--- src/rtl/writeback_queue_pkg.sv ---
// Shared widths and the queued-entry layout for the writeback queue.
package writeback_queue_pkg;

  localparam int unsigned REG_IDX_W = 3;
  localparam int unsigned DATA_W    = 32;
  localparam int unsigned NUM_REGS  = 8;
  localparam int unsigned ENTRY_W   = REG_IDX_W + DATA_W;

  typedef struct packed {
    logic [REG_IDX_W-1:0] idx;
    logic [DATA_W-1:0]    val;
  } wb_entry_t;

endpackage

--- src/rtl/writeback_queue_wb_fifo.sv ---
// Circular entry store with wrapping pointers, occupancy count and per-slot valid flags.
module writeback_queue_wb_fifo
  import writeback_queue_pkg::*;
#(
  parameter int unsigned DEPTH = 4
) (
  input  logic                             clk_i,
  input  logic                             rst_i,
  input  logic                             push_i,
  input  logic [ENTRY_W-1:0]               wdata_i,
  input  logic                             pop_i,
  output logic [ENTRY_W-1:0]               rdata_o,
  output logic [$clog2(DEPTH):0]           count_o,
  output logic [DEPTH-1:0]                 slot_valid_o,
  output logic [DEPTH*REG_IDX_W-1:0]       slot_idx_o
);

  localparam int unsigned PtrW = $clog2(DEPTH);
  localparam int unsigned CntW = PtrW + 1;

  logic [ENTRY_W-1:0] mem_q [DEPTH];
  logic [PtrW-1:0]    rd_ptr_q, rd_ptr_d;
  logic [PtrW-1:0]    wr_ptr_q, wr_ptr_d;
  logic [CntW-1:0]    count_q, count_d;

  always_comb begin
    rd_ptr_d = rd_ptr_q + PtrW'(pop_i);
    wr_ptr_d = wr_ptr_q + PtrW'(push_i);
    count_d  = count_q + CntW'(push_i) - CntW'(pop_i);
  end

  always_ff @(posedge clk_i) begin
    if (rst_i) begin
      rd_ptr_q <= '0;
      wr_ptr_q <= '0;
      count_q  <= '0;
    end else begin
      rd_ptr_q <= rd_ptr_d;
      wr_ptr_q <= wr_ptr_d;
      count_q  <= count_d;
    end
  end

  // Payload is never cleared; validity comes from the pointers and count alone.
  always_ff @(posedge clk_i) begin
    if (push_i) begin
      mem_q[wr_ptr_q] <= wdata_i;
    end
  end

  always_comb begin
    slot_valid_o = '0;
    slot_idx_o   = '0;
    for (int i = 0; i < DEPTH; i++) begin
      logic [PtrW-1:0] off;
      off = PtrW'(i) - rd_ptr_q;
      slot_valid_o[i] = CntW'(off) < count_q;
      slot_idx_o[i*REG_IDX_W +: REG_IDX_W] = mem_q[i][ENTRY_W-1 -: REG_IDX_W];
    end
  end

  assign rdata_o = mem_q[rd_ptr_q];
  assign count_o = count_q;

endmodule

--- src/rtl/writeback_queue.sv ---
// Serialises ALU and load results into a single register-file write port, ALU first.
module writeback_queue
  import writeback_queue_pkg::*;
#(
  parameter int unsigned DEPTH = 4
) (
  input  logic                 clk,
  input  logic                 rst,
  input  logic                 clk_en,
  input  logic                 alu_valid,
  input  logic [REG_IDX_W-1:0] alu_reg,
  input  logic [DATA_W-1:0]    alu_val,
  output logic                 alu_ready,
  input  logic                 mem_valid,
  input  logic [REG_IDX_W-1:0] mem_reg,
  input  logic [DATA_W-1:0]    mem_val,
  output logic                 mem_ready,
  output logic                 write_en,
  output logic [REG_IDX_W-1:0] writeReg,
  output logic [DATA_W-1:0]    write_val,
  output logic [NUM_REGS-1:0]  pending_mask,
  output logic                 full,
  output logic                 empty
);

  localparam int unsigned CntW = $clog2(DEPTH) + 1;

  logic                       push;
  wb_entry_t                  push_entry;
  wb_entry_t                  head;
  logic [CntW-1:0]            count;
  logic [DEPTH-1:0]           slot_valid;
  logic [DEPTH*REG_IDX_W-1:0] slot_idx;

  // Reset forces the idle view immediately, even before the count register clears.
  assign full  = !rst && (count == CntW'(DEPTH));
  assign empty = rst || (count == '0);

  assign alu_ready = !full;
  assign mem_ready = !full && !alu_valid;
  assign push      = (alu_valid && alu_ready) || (mem_valid && mem_ready);

  always_comb begin
    push_entry = '0;
    if (alu_valid) begin
      push_entry.idx = alu_reg;
      push_entry.val = alu_val;
    end else begin
      push_entry.idx = mem_reg;
      push_entry.val = mem_val;
    end
  end

  assign write_en  = clk_en && !empty;
  assign writeReg  = head.idx;
  assign write_val = head.val;

  always_comb begin
    pending_mask = '0;
    for (int i = 0; i < DEPTH; i++) begin
      if (slot_valid[i] && !rst) begin
        pending_mask[slot_idx[i*REG_IDX_W +: REG_IDX_W]] = 1'b1;
      end
    end
  end

  writeback_queue_wb_fifo #(
    .DEPTH(DEPTH)
  ) u_fifo (
    .clk_i       (clk),
    .rst_i       (rst),
    .push_i      (push),
    .wdata_i     (push_entry),
    .pop_i       (write_en),
    .rdata_o     (head),
    .count_o     (count),
    .slot_valid_o(slot_valid),
    .slot_idx_o  (slot_idx)
  );

endmodule

--- config.mk ---
export PLATFORM = sky130hd
export DESIGN_NAME = writeback_queue
export DESIGN_NICKNAME = d
export VERILOG_FILES = /design/src/rtl/writeback_queue_pkg.sv /design/src/rtl/writeback_queue_wb_fifo.sv /design/src/rtl/writeback_queue.sv
export SDC_FILE = /design/constraint.sdc
export NUM_CORES = 1
export LEC_CHECK = 0
export CORE_MARGIN = 1.5
export CORE_UTILIZATION = 52
export CTS_CLUSTER_DIAMETER = 50
export DETAILED_ROUTE_END_ITERATION = 8
export PLACE_DENSITY = 0.76
export SETUP_SLACK_MARGIN = 0.15
export SLEW_MARGIN = 30
export SYNTH_ARGS = -nofsm -noshare
export SYNTH_HDL_FRONTEND = slang
export SYNTH_SLANG_ARGS = --single-unit
--- constraint.sdc ---
create_clock -name clk -period 6.9 [get_ports clk]
set_input_delay 1.38 -clock clk [delete_from_list [all_inputs] [get_ports clk]]
set_output_delay 1.38 -clock clk [all_outputs]
set_load 0.03 [all_outputs]
After elaboration in Yosys (flattened, before gate mapping) --
Memories as Yosys holds them, arrays and structs flattened. A register that Yosys moved wholly into a read port is not among the register bits. Cells that the tools add are included.
Storage, ports and cells: flip-flop bits (word level) 7, bits in latches 0, bits in writable memories 140, ROM bits 0, word-level logic and storage cells 64, memories 1
Memories:
- u_fifo.mem_q | words 4, width 35, read ports 5, clocked after memory_dff 1, wr ports 1, RTL line writeback_queue_wb_fifo.sv:21 | logic [ENTRY_W-1:0] mem_q [DEPTH];
Operators by class: add/subtract/negate cells 8, multiply operators 0, divide/modulo/power cells 0, $lt $le $gt $ge 12, equal/unequal tests 1, shift-type cells 0, multiplexer cells 16, bitwise operators 3, reduce and logical (&&, ||, !) cells 20
Operator list (count):
- 35-bit two-way mux | 1
- 8-bit two-way mux | 4
- 8-bit bitwise OR | 3
- 3-bit by 4-bit less-than comparator with 1-bit output (second input constant) | 4
- 1-bit logical AND | 13
- 1-bit demux with 3-bit select | 4
- 3-bit by 1-bit >= comparator with 1-bit output (second input constant) | 4
- 2-bit by 3-bit less-than comparator with 1-bit output | 4
- 1-bit two-way mux | 6
- 2-bit by 1-bit adder with 2-bit output | 2
- 1-bit logical NOT | 4
- 1-bit by 2-bit subtractor with 2-bit output (first input constant) | 2
- 2-bit subtractor (first input constant) | 2
- 3-bit by 1-bit adder with 3-bit output | 1
- 3-bit == test (second input constant) | 1
- 3-bit logical NOT | 1
- 3-bit by 1-bit subtractor with 3-bit output | 1
- 1-bit logical OR | 2
- 2-bit two-way mux | 1

Longest topological paths before layout --
Gate-level depths: netlist of the first run.
depth in word-level cells 11, gate-level depth with buffers 10, depth with buffers taken out 9

Cells and area by module --
A second synthesis of the first run with hierarchy kept.
Second synthesis, totals: cell total of the unflattened synthesis 343, area total of the unflattened synthesis 6408.6 um^2
Modules (own cells, without submodules):
- writeback_queue_wb_fifo | times used 1, cells an instance 244, area an instance 5589.1 um^2
- writeback_queue | times used 1, cells an instance 99, area an instance 819.5 um^2

Worst setup path after synthesis of the first run --
OpenSTA, ideal clock, no wires.
path kind in2reg, from in rst, to mem u_fifo.mem_q[0][0] in the netlist's numbering (enable), arrival 5.342 ns, required time 6.385 ns, path slack 1.044 ns, stages on the path 3, path buffers 0, cells stage by stage nand4b_1 inv_2 nor4_1
Between the ends: longest elaborated chain between the ends 8, elaborated cells on any way between the ends 9, classes of those cells mux: 2; reduce/logical: 7
RTL lines:
- start: declaration | RTL line writeback_queue.sv:8 | input logic rst,
- 1-bit logical NOT * | RTL line writeback_queue.sv:36 | assign full = !rst && (count == CntW'(DEPTH));
- 1-bit logical AND * | RTL line writeback_queue.sv:36
- net full | RTL line writeback_queue.sv:22 | output logic full,
- 1-bit logical NOT * | RTL line writeback_queue.sv:39, writeback_queue.sv:40
- 1-bit logical AND | RTL line writeback_queue.sv:40 | assign mem_ready = !full && !alu_valid;
- 1-bit logical AND | RTL line writeback_queue.sv:41 | assign push = (alu_valid && alu_ready) || (mem_valid && mem_ready);
- 1-bit logical OR * | RTL line writeback_queue.sv:41
- 1-bit two-way mux * | RTL line writeback_queue_wb_fifo.sv:46 | if (push_i) begin
- 1-bit two-way mux (implied by the code) * | RTL line writeback_queue_wb_fifo.sv:47 | mem_q[wr_ptr_q] <= wdata_i;
- end: declaration | RTL line writeback_queue_wb_fifo.sv:21
The timed path passes the listed nets; every way through them passes the cells marked *.

Final worst setup path of the first run --
from in rst, to out pending_mask[6]
Between the ends: longest elaborated chain between the ends 9, elaborated cells on any way between the ends 12, classes of those cells mux: 4; bitwise: 3; reduce/logical: 5
RTL lines:
- 1-bit logical NOT * | RTL line writeback_queue.sv:61 | if (slot_valid[i] && !rst) begin
- 1-bit logical AND | RTL line writeback_queue.sv:61
- 8-bit two-way mux | RTL line writeback_queue.sv:61
- 8-bit bitwise OR (no line)
- 8-bit two-way mux | RTL line writeback_queue.sv:61
- 8-bit bitwise OR (no line)
- 8-bit two-way mux | RTL line writeback_queue.sv:61
- 8-bit bitwise OR (no line)
- 8-bit two-way mux * | RTL line writeback_queue.sv:61
- end: declaration | RTL line writeback_queue.sv:21 | output logic [NUM_REGS-1:0] pending_mask,
Every way passes the cells marked *; elsewhere a longest branch is shown, timed or not.

==> results.md, run 1 <==
- Crit. End Element: output port
- Starting Density: 0.531
- H-tree depth: 4
- Worst Skew: 0.00522 ns
- Fin. Hold Viols: 0
- # fillers: 804
- Max Fclk: 0.192 GHz
- DR vias/cell: 5.81
- Leakage: 0.00276 uW
- CP startpoint kind: primary input
- # setup viols final: 0
- First-pass GRT wire length: 19600 um
- Final #Nets: 549
- Vias in the first global route: 3763
- Io pins: 123
- DRT iter0 DRCs: 352
- Number of diodes: 0
- Synth top cells by count: 140 x edfxtp_1, 35 x mux2_2, 35 x mux4_2, 16 x nor2b_1, 11 x nor2_1
- Hold_buf cts: 0
- DRC viols: 0
- Area leader, netlist: edfxtp_1
- CTS tree: done
- Max Slew Vio Count: 0
- Buffer count from post-CTS setup fixing: 0
- Clock Latency Late Sink: 0.41 ns
- Die Footprint: 12900 um2
- CTS buffer count: 17
- Distinct cells, synth: 36
- Initial antenna violation count: 0
- Tmin final: 5.21 ns
- Chip width: 114 um
- Clock Tree Buf Depth: 2
- Wirelength per Cell: 19.7 um
- Outcome: finished clean
- Die height: 114 um
- Core Box Area: 12000 um2
- Post-route cell area: 8370 um2
- Mean area per synthesized cell: 19.2 um2
- Min-Delay Path Class: reg -> reg
- Final weighted congestion in routability-driven placement: 0.900
- Port bufs: 122
- Peak VDD IR: 0.000216 V
- Routed Antenna Nets: 0
- Syn Std Cell Area: 6380 um2
- Max-Cap Viols: 0
- Synth Instances: 333
- Ratio of cells with drive above 1 in the final layout: 0.254
- Worst Tran Pin Value: 0.953 ns
- Top cells by area, synth: edfxtp_1 66%, mux4_2 12%, mux2_2 6.2%
- Via Count: 3619
- Top-count cell post-synth: edfxtp_1
- Yosys warning total: 0
- Unrepaired setup endpoints after global routing: no
- Ys async rst share: 0
- Detailed Routing Iterations Pass 1: 4
- Total routed wirelength: 12300 um
- Crit path DAT: 3.83 ns
- Seq/Total Area, Yosys: 0.681
- Largest net degree at the start of global routing: 41
- # rows: 40
- Max FO, Critical Path: 17
- Synth top area share: 0.659
- Mapped Nets: 417
- WP data required: 5.52 ns
- CTS resizes: 0
- Power Density: 358 nW/um2
- P&R area growth vs syn: 31.3%
- Tcrit/Tclk final: 0.756
- Max-slew headroom: 0.365
- Fin Setup TNS: 0 ns
- Total grt overflow: 0
- Yosys reg bits: 147
- Ys flop type: edfxtp_1
- EDFF count, synth: 140
- Clk slew on worst S/H paths: 0.05 ns
- Critical path class: in -> out
- DP Area: 7750 um2
- CTS root buffer: clkbuf_16
- Clk sink count: 147
- Placed wire-length estimate: 7540 um
- GRT Overall Usage: 0.205
area by class of cell:
type	count	area, um2	area share
multi-input cells	162	1930	0.231
clock buffers	19	433	0.0517
flip-flops and latches	147	4350	0.519
inverters	10	37.5	0.00448
well taps	147	184	0.0220
clock inverters	11	185	0.0221
repair buffers	127	1250	0.150
report_power, final:
part / switching (uW) / internal [uW] / total (uW)
Clock: 326 / 635 / 961
Combinational: 463 / 375 / 837
Sequential: 59.0 / 1140 / 1200
cell families (layout without fill, tap and decap cells):
family / after synthesis / count (layout) / synth area share
buffers and inverters: 24 / 167 / 0.0200
adder cells (fa/ha/maj): 9 / 9 / 0.0188
AO/OA/AOI/OAI: 17 / 17 / 0.0308
XOR/XNOR: 5 / 5 / 0.00687
AND/OR/NAND/NOR: 61 / 61 / 0.0571
flip-flops: 147 / 147 / 0.681
multiplexers: 70 / 70 / 0.185
state kept, by name, indices dropped and copies added (netlist names):
name / count
u_fifo.mem_q: 140
u_fifo.rd_ptr_q: 2
u_fifo.count_o: 3
u_fifo.wr_ptr_q: 2
layout by cell type, fill, tap and decap left out, types with 3 or more instances in the layout:
cell type	Yosys	final
nor2b_1	16	16
nand2_1	6	6
mux4_2	35	35
edfxtp_1	140	140
bufinv_16	0	5
buf_4	4	5
ha_1	8	8
clkbuf_16	0	17
nor2_1	11	10
clkinv_2	0	3
nand3_1	10	10
nand4_1	4	4
inv_1	9	9
dfxtp_1	7	5
clkdlybuf4s50_1	0	121
mux2_2	35	35
xnor2_1	5	5
a22oi_1	7	7
path summary, 6_finish.rpt:
check	to	cells past startpoint	from	slack, ns
min	u_fifo.wr_ptr_q[1]$_SDFF_PP0_	2	u_fifo.wr_ptr_q[1]$_SDFF_PP0_	0.62
max reg2reg	u_fifo.mem_q[1][31]$_DFFE_PP_	5	u_fifo.count_o[1]$_SDFF_PP0_	4.48
max	pending_mask[6]	5	rst	1.69
min reg2reg	u_fifo.wr_ptr_q[1]$_SDFF_PP0_	2	u_fifo.wr_ptr_q[1]$_SDFF_PP0_	0.62
metrics by stage:
| stage | hold WS, ns | instances | setup slack [ns] | utilization | total power (uW) |
|---|---|---|---|---|---|
| 2_1_floorplan | 0.539 | 333 | 1.04 | - | 1740 |
| 3_3_place_gp | 0.596 | 593 | 1.80 | 0.645 | 2040 |
| 3_5_place_dp | 0.597 | 593 | 1.71 | 0.646 | 2050 |
| 4_1_cts | 0.615 | 623 | 1.71 | 0.697 | 3020 |
| 5_1_grt | 0.659 | 623 | 1.51 | 0.697 | 3110 |
| 6_report | 0.619 | 623 | 1.69 | 0.697 | 2990 |
layer usage:
layer,part of all wire,routed length (um),GRT usage,up-vias
met5,0,0,0,-
met4,0.016,201,0.0742,0
met3,0.059,719,0.0547,23
met2,0.50,6080,0.331,144
met1,0.43,5280,0.270,1833
li1,-,-,-,1619
critical path, cell delays in order:
cell and delay [ns]:
clkdlybuf4s50_1 0.81, a2111oi_2 0.68, nand3_1 0.16, nand4_1 0.12, clkdlybuf4s50_1 0.67
Note: power is estimated with default switching activity, not from simulation.
==> run 2, diff against run 1 <==
CORE_UTILIZATION = 47   (was 52)
PLACE_DENSITY = 0.72   (was 0.76)
clock period = 4.4 ns   (was 6.9 ns; I/O delays follow)
==> results.md, run 2 (synthesis results as in run 1) <==
- Outcome: finished clean
- Max FO, Critical Path: 10
- DR vias/cell: 5.46
- Largest net degree at the start of global routing: 36
- Most frequent cells in the layout: 140 x edfxtp_1, 121 x clkdlybuf4s50_1, 35 x mux4_2, 35 x mux2_2, 17 x clkbuf_16
- Detailed Routing Iterations Pass 1: 4
- Unrepaired setup endpoints after global routing: no
- Final weighted congestion in routability-driven placement: 0.955
- DP Area: 7820 um2
- Fin Setup TNS: 0 ns
- Fin util: 0.641
- First-pass GRT wire length: 19600 um
- Post-route cell area: 8490 um2
- Max-Cap Viols: 0
- Leakage: 0.00279 uW
- Min-Delay Path Class: reg -> reg
- Tmin final: 4.07 ns
- GRT Overall Usage: 0.184
- DRT iter0 DRCs: 221
- H-tree depth: 4
- Clk slew on worst S/H paths: 0.06 ns
- Tcrit/Tclk final: 0.925
- Hold depth: 2
- Top reg by flops: u_fifo.mem_q
- Core Box Area: 13200 um2
- Vias in the first global route: 3657
- CTS buffer count: 17
- Starting Density: 0.482
- Clock Tree Buf Depth: 2
- Total routed wirelength: 12500 um
- Die height: 119 um
- Wirelength per Cell: 19.0 um
- DRC viols: 0
- Family with the most delay on the worst path: buffers and inverters
- Placed wire-length estimate: 7850 um
- Register-to-Register Path Depth: 9
- P&R area growth vs syn: 33.1%
- Ratio of cells with drive above 1 in the final layout: 0.262
- Total grt overflow: 0
- Clock Latency Late Sink: 0.41 ns
- Max Slew Vio Count: 0
- Worst setup path end: pending_mask[1]
- Io pins: 123
- CTS tree: done
- Crit-path most repeated cell: clkdlybuf4s50_1
- # rows: 42
- Critical path class: in -> out
- Chip width: 119 um
- CP Depth: 5
- Leading cell type in the layout, fill and taps excluded: edfxtp_1
- Max-slew headroom: 0.578
- R2R Path End: u_fifo.count_o[2]$_SDFF_PP0_
- Routed Antenna Nets: 0
- Final #Nets: 552
- Number of diodes: 0
- WP data required: 3.52 ns
- Fin. Hold Viols: 0
- Port bufs: 122
- Crit path DAT: 3.19 ns
- WP buf/inv: 2
- Peak VDD IR: 0.000268 V
- Worst Skew: 0.00794 ns
- Power Density: 562 nW/um2
- Placed cell count: 625
- Crit. End Element: output port
- Max reg flops: 140
- Worst setup path start: rst
- CP max-delay cell: clkdlybuf4s50_1
- Non-Filler Instances: 657
- Cells along the critical path: clkdlybuf4s50_1 > nor4_2 > a22oi_1 > o311ai_1 > clkdlybuf4s50_1
- Worst Tran Pin Value: 0.630 ns
- Via Count: 3590
- CP max stage delay: 0.72 ns
- Clk sink count: 147
- Crit Reg-Reg Startpoint: u_fifo.count_o[2]$_SDFF_PP0_
- Max Fclk: 0.246 GHz
- Die Footprint: 14300 um2
- # setup viols final: 0
- CP startpoint kind: primary input
- CTS root buffer: clkbuf_16
- Initial antenna violation count: 0
- R2R Setup Slk: 2.02 ns
==> run 2: cell types whose count changed in the layout (fill, tap and decap cells not counted), sizes merged <==
cell and change:
clkinvlp +1, inv -1, clkbuf +4, clkinv -2, buf +3
==> run 2: area by class of cell <==
cell class,instances,area [um2]
inverter,10,37.5
multi-input combinational,162,1950
timing repair buffer,130,1280
sequential,147,4350
clock buffer,23,478
tap,176,220
fill,973,4750
clock inverter,9,179
==> run 2: worst min path at each step <==
stage                                  startpoint                            end  slack [ns]
detailed placement  u_fifo.wr_ptr_q[1]$_SDFF_PP0_  u_fifo.wr_ptr_q[1]$_SDFF_PP0_        0.63
CTS                 u_fifo.wr_ptr_q[1]$_SDFF_PP0_  u_fifo.wr_ptr_q[1]$_SDFF_PP0_        0.64
finish              u_fifo.wr_ptr_q[1]$_SDFF_PP0_  u_fifo.wr_ptr_q[1]$_SDFF_PP0_        0.63
global route        u_fifo.wr_ptr_q[1]$_SDFF_PP0_  u_fifo.wr_ptr_q[1]$_SDFF_PP0_        0.65
global placement    u_fifo.wr_ptr_q[1]$_SDFF_PP0_  u_fifo.wr_ptr_q[1]$_SDFF_PP0_        0.61
floorplan           u_fifo.wr_ptr_q[1]$_SDFF_PP0_  u_fifo.wr_ptr_q[1]$_SDFF_PP0_        0.55
==> run 2: report_power, final <==
group          internal, uW  switching, uW  total (uW)
combinational           591            726        1320
clock                  1050            515        1570
sequential             1780            102        1890
==> run 2: per-stage QoR <==
step / setup slack, ns / hold WS [ns] / power [uW]
floorplan: 0.482 / 0.549 / 2730
global placement: 0.480 / 0.612 / 3210
detailed placement: 0.381 / 0.632 / 3230
CTS: 0.173 / 0.636 / 4810
global route: 0.197 / 0.651 / 4960
finish: 0.330 / 0.628 / 4770
==> run 2: worst register-to-register path, cell delays in order, from the launching register on <==
cell,delay [ns]
dfxtp_1,0.56
nor3_1,0.12
or2_2,0.30
nor2_1,0.25
ha_1,0.20
inv_1,0.04
ha_1,0.19
fa_1,0.37
xnor2_1,0.17
nor2_1,0.05
==> run 2: timing repair <==
action                                  CTS  global route
buffers inserted                          0             0
gates resized for setup                   0             2
endpoints found under the setup margin    0             6
hold buffers                              0             0
endpoints found under the hold margin     0             0
==> run 2: metal layers <==
| layer | up-vias | part of all wire | GRT usage |
|---|---|---|---|
| li1 | 1630 | - | - |
| met1 | 1800 | 0.43 | 0.243 |
| met2 | 145 | 0.49 | 0.298 |
| met3 | 15 | 0.061 | 0.0471 |
| met4 | 0 | 0.017 | 0.0670 |
| met5 | - | 0 | 0 |
==> run 3, diff against run 2 <==
ABC_CLOCK_PERIOD_IN_PS = 4400   (was default)
GPL_TIMING_DRIVEN = 0   (was default)
SYNTH_HIERARCHICAL = 1   (was default)
==> results.md, run 3 <==
- Number of diodes: 0
- GRT Overall Usage: 0.193
- Chip width: 120 um
- Tcrit/Tclk final: 0.916
- Met2 usage: 0.311
- Seq/Total Area, Yosys: 0.678
- Tmin final: 4.03 ns
- Fin util: 0.646
- First-pass GRT wire length: 20300 um
- Max-slew headroom: 0.598
- Global route hottest layer: met2
- CTS root buffer: clkbuf_16
- Via Count: 3676
- Sequential Area: 4340 um2
- Mapped Nets: 427
- DRT iter0 DRCs: 251
- Area leader, netlist: edfxtp_1
- Crit. End Element: output port
- Multi-input logic area: 1870 um2
- Crit path DAT: 3.15 ns
- Clock Tree Buf Depth: 2
- Fin. Hold Viols: 0
- Buffer count from post-CTS setup fixing: 0
- Final weighted congestion in routability-driven placement: 0.902
- # fillers: 938
- Placed wire-length estimate: 8760 um
- CTS tree: done
- Syn Std Cell Area: 6410 um2
- Peak VDD IR: 0.000407 V
- Ys flop type: edfxtp_1
- Ys async rst share: 0
- Power Density: 548 nW/um2
- Clk slew on worst S/H paths: 0.06 ns
- R2R Setup Slk: 2.05 ns
- Synth top area share: 0.656
- DP Area: 7970 um2
- Max Slew Vio Count: 0
- Die Footprint: 14300 um2
- Synth Instances: 343
- Max Fclk: 0.248 GHz
- Largest net degree at the start of global routing: 36
- Starting Density: 0.482
- WP data required: 3.52 ns
- CTS buffer count: 17
- Clk sink count: 147
- Worst Skew: 0.0144 ns
- P&R area growth vs syn: 33.9%
- Port bufs: 121
- EDFF count, synth: 140
- Fin Setup TNS: 0 ns
- Initial antenna violation count: 0
- Max-Cap Viols: 0
- Top reg by flops: u_fifo/mem_q
- CP startpoint kind: register
- Max FO, Critical Path: 10
- Routed Antenna Nets: 0
- Outcome: finished clean
- Detailed Routing Iterations Pass 1: 4
- Io pins: 123
- Total grt overflow: 0
- Unrepaired setup endpoints after global routing: no
- DR vias/cell: 5.42
- Leading cell type in the layout, fill and taps excluded: edfxtp_1
- Top cells by area, synth: edfxtp_1 66%, mux4_2 12%, mux2_2 6.1%
- Core Box Area: 13300 um2
- Vias in the first global route: 3894
- Ratio of cells with drive above 1 in the final layout: 0.291
- WHS: 0.601 ns
- Min-Delay Path Class: reg -> reg
- # rows: 42
- Max reg flops: 140
- Critical path class: reg -> out
- Die height: 120 um
- Distinct cells, synth: 39
- Final #Nets: 573
- Leakage: 0.00299 uW
- Top-count cell post-synth: edfxtp_1
- Worst Tran Pin Value: 0.603 ns
- Synth top cells by count: 140 x edfxtp_1, 35 x mux2_2, 35 x mux4_2, 14 x buf_4, 13 x inv_1
- H-tree depth: 4
- Yosys reg bits: 147
- GR Util met3: 0.0556
- Post-route cell area: 8580 um2
- Wirelength per Cell: 19.1 um
- Most frequent cells in the layout: 140 x edfxtp_1, 113 x clkdlybuf4s50_1, 35 x mux2_2, 35 x mux4_2, 17 x clkbuf_16
- # setup viols final: 0
- GR Util met1: 0.246
- DRC viols: 0
- Placed cell count: 646
- Total routed wirelength: 12900 um
- Non-Filler Instances: 678
- Clock Latency Late Sink: 0.42 ns
- Mean area per synthesized cell: 18.7 um2
- Yosys warning total: 6
run 3: cell type report:
type	instances	share of cell area
inverter	13	0.00569
clock buffer	19	0.0504
multi-input combinational	158	0.218
buffer	25	0.0208
sequential	147	0.506
tap	176	0.0257
clock inverter	13	0.0214
timing repair buffer	127	0.152
run 3: timing repair:
action,in CTS,in global routing
hold buffers,0,0
endpoints found under the setup margin,5,7
gates resized for setup,5,12
run 3: stage by stage:
| stage | setup slack (ns) | power (uW) |
|---|---|---|
| 2_1_floorplan | 0.851 | 2700 |
| 3_3_place_gp | -1.02 | 3190 |
| 3_5_place_dp | 0.280 | 3270 |
| 4_1_cts | 0.165 | 4750 |
| 5_1_grt | 0.165 | 4900 |
| 6_report | 0.372 | 4700 |
run 3: cells by family (layout without fill, tap and decap cells):
kind of cell / after synthesis / count (layout) / share of synthesized area
flops: 147 / 147 / 0.678
mux: 70 / 70 / 0.184
simple gates: 56 / 56 / 0.0537
buf+inv: 38 / 197 / 0.0355
compound gates: 18 / 18 / 0.0228
fa+ha+maj: 9 / 9 / 0.0187
xor+xnor: 5 / 5 / 0.00683
run 3: routing by layer:
| metal | routed length, um | share of wire |
|---|---|---|
| met1 | 5580 | 0.43 |
| met2 | 6420 | 0.50 |
| met3 | 622 | 0.048 |
| met4 | 314 | 0.024 |
| met5 | 0 | 0 |
run 3: final timing paths:
path / depth (start not counted) / start / end
setup / recovery: 10 / u_fifo/rd_ptr_q[0]$_SDFF_PP0_ / pending_mask[4]
hold / removal: 2 / u_fifo/count_o[1]$_SDFF_PP0_ / u_fifo/count_o[2]$_SDFF_PP0_
setup reg to reg: 10 / u_fifo/count_o[2]$_SDFF_PP0_ / u_fifo/count_o[2]$_SDFF_PP0_
hold reg to reg: 2 / u_fifo/count_o[1]$_SDFF_PP0_ / u_fifo/count_o[2]$_SDFF_PP0_
run 3: power breakdown:
group	leakage, uW	internal (uW)	switching (uW)	total [uW]
clock	0.000293	948	539	1490
sequential	0.00136	1780	68.6	1850
combinational	0.00134	635	732	1370
total	0.00299	3360	1340	4700
run 3: worst max-delay path: stages, from the launching register on:
cell and delay (ns):
dfxtp_1 0.41, buf_6 0.22, buf_6 0.20, xor2_1 0.20
ha_1 0.26, a21oi_1 0.13, or2_1 0.12, or3b_2 0.50
o32ai_1 0.34, a211o_1 0.15, clkbuf_2 0.19
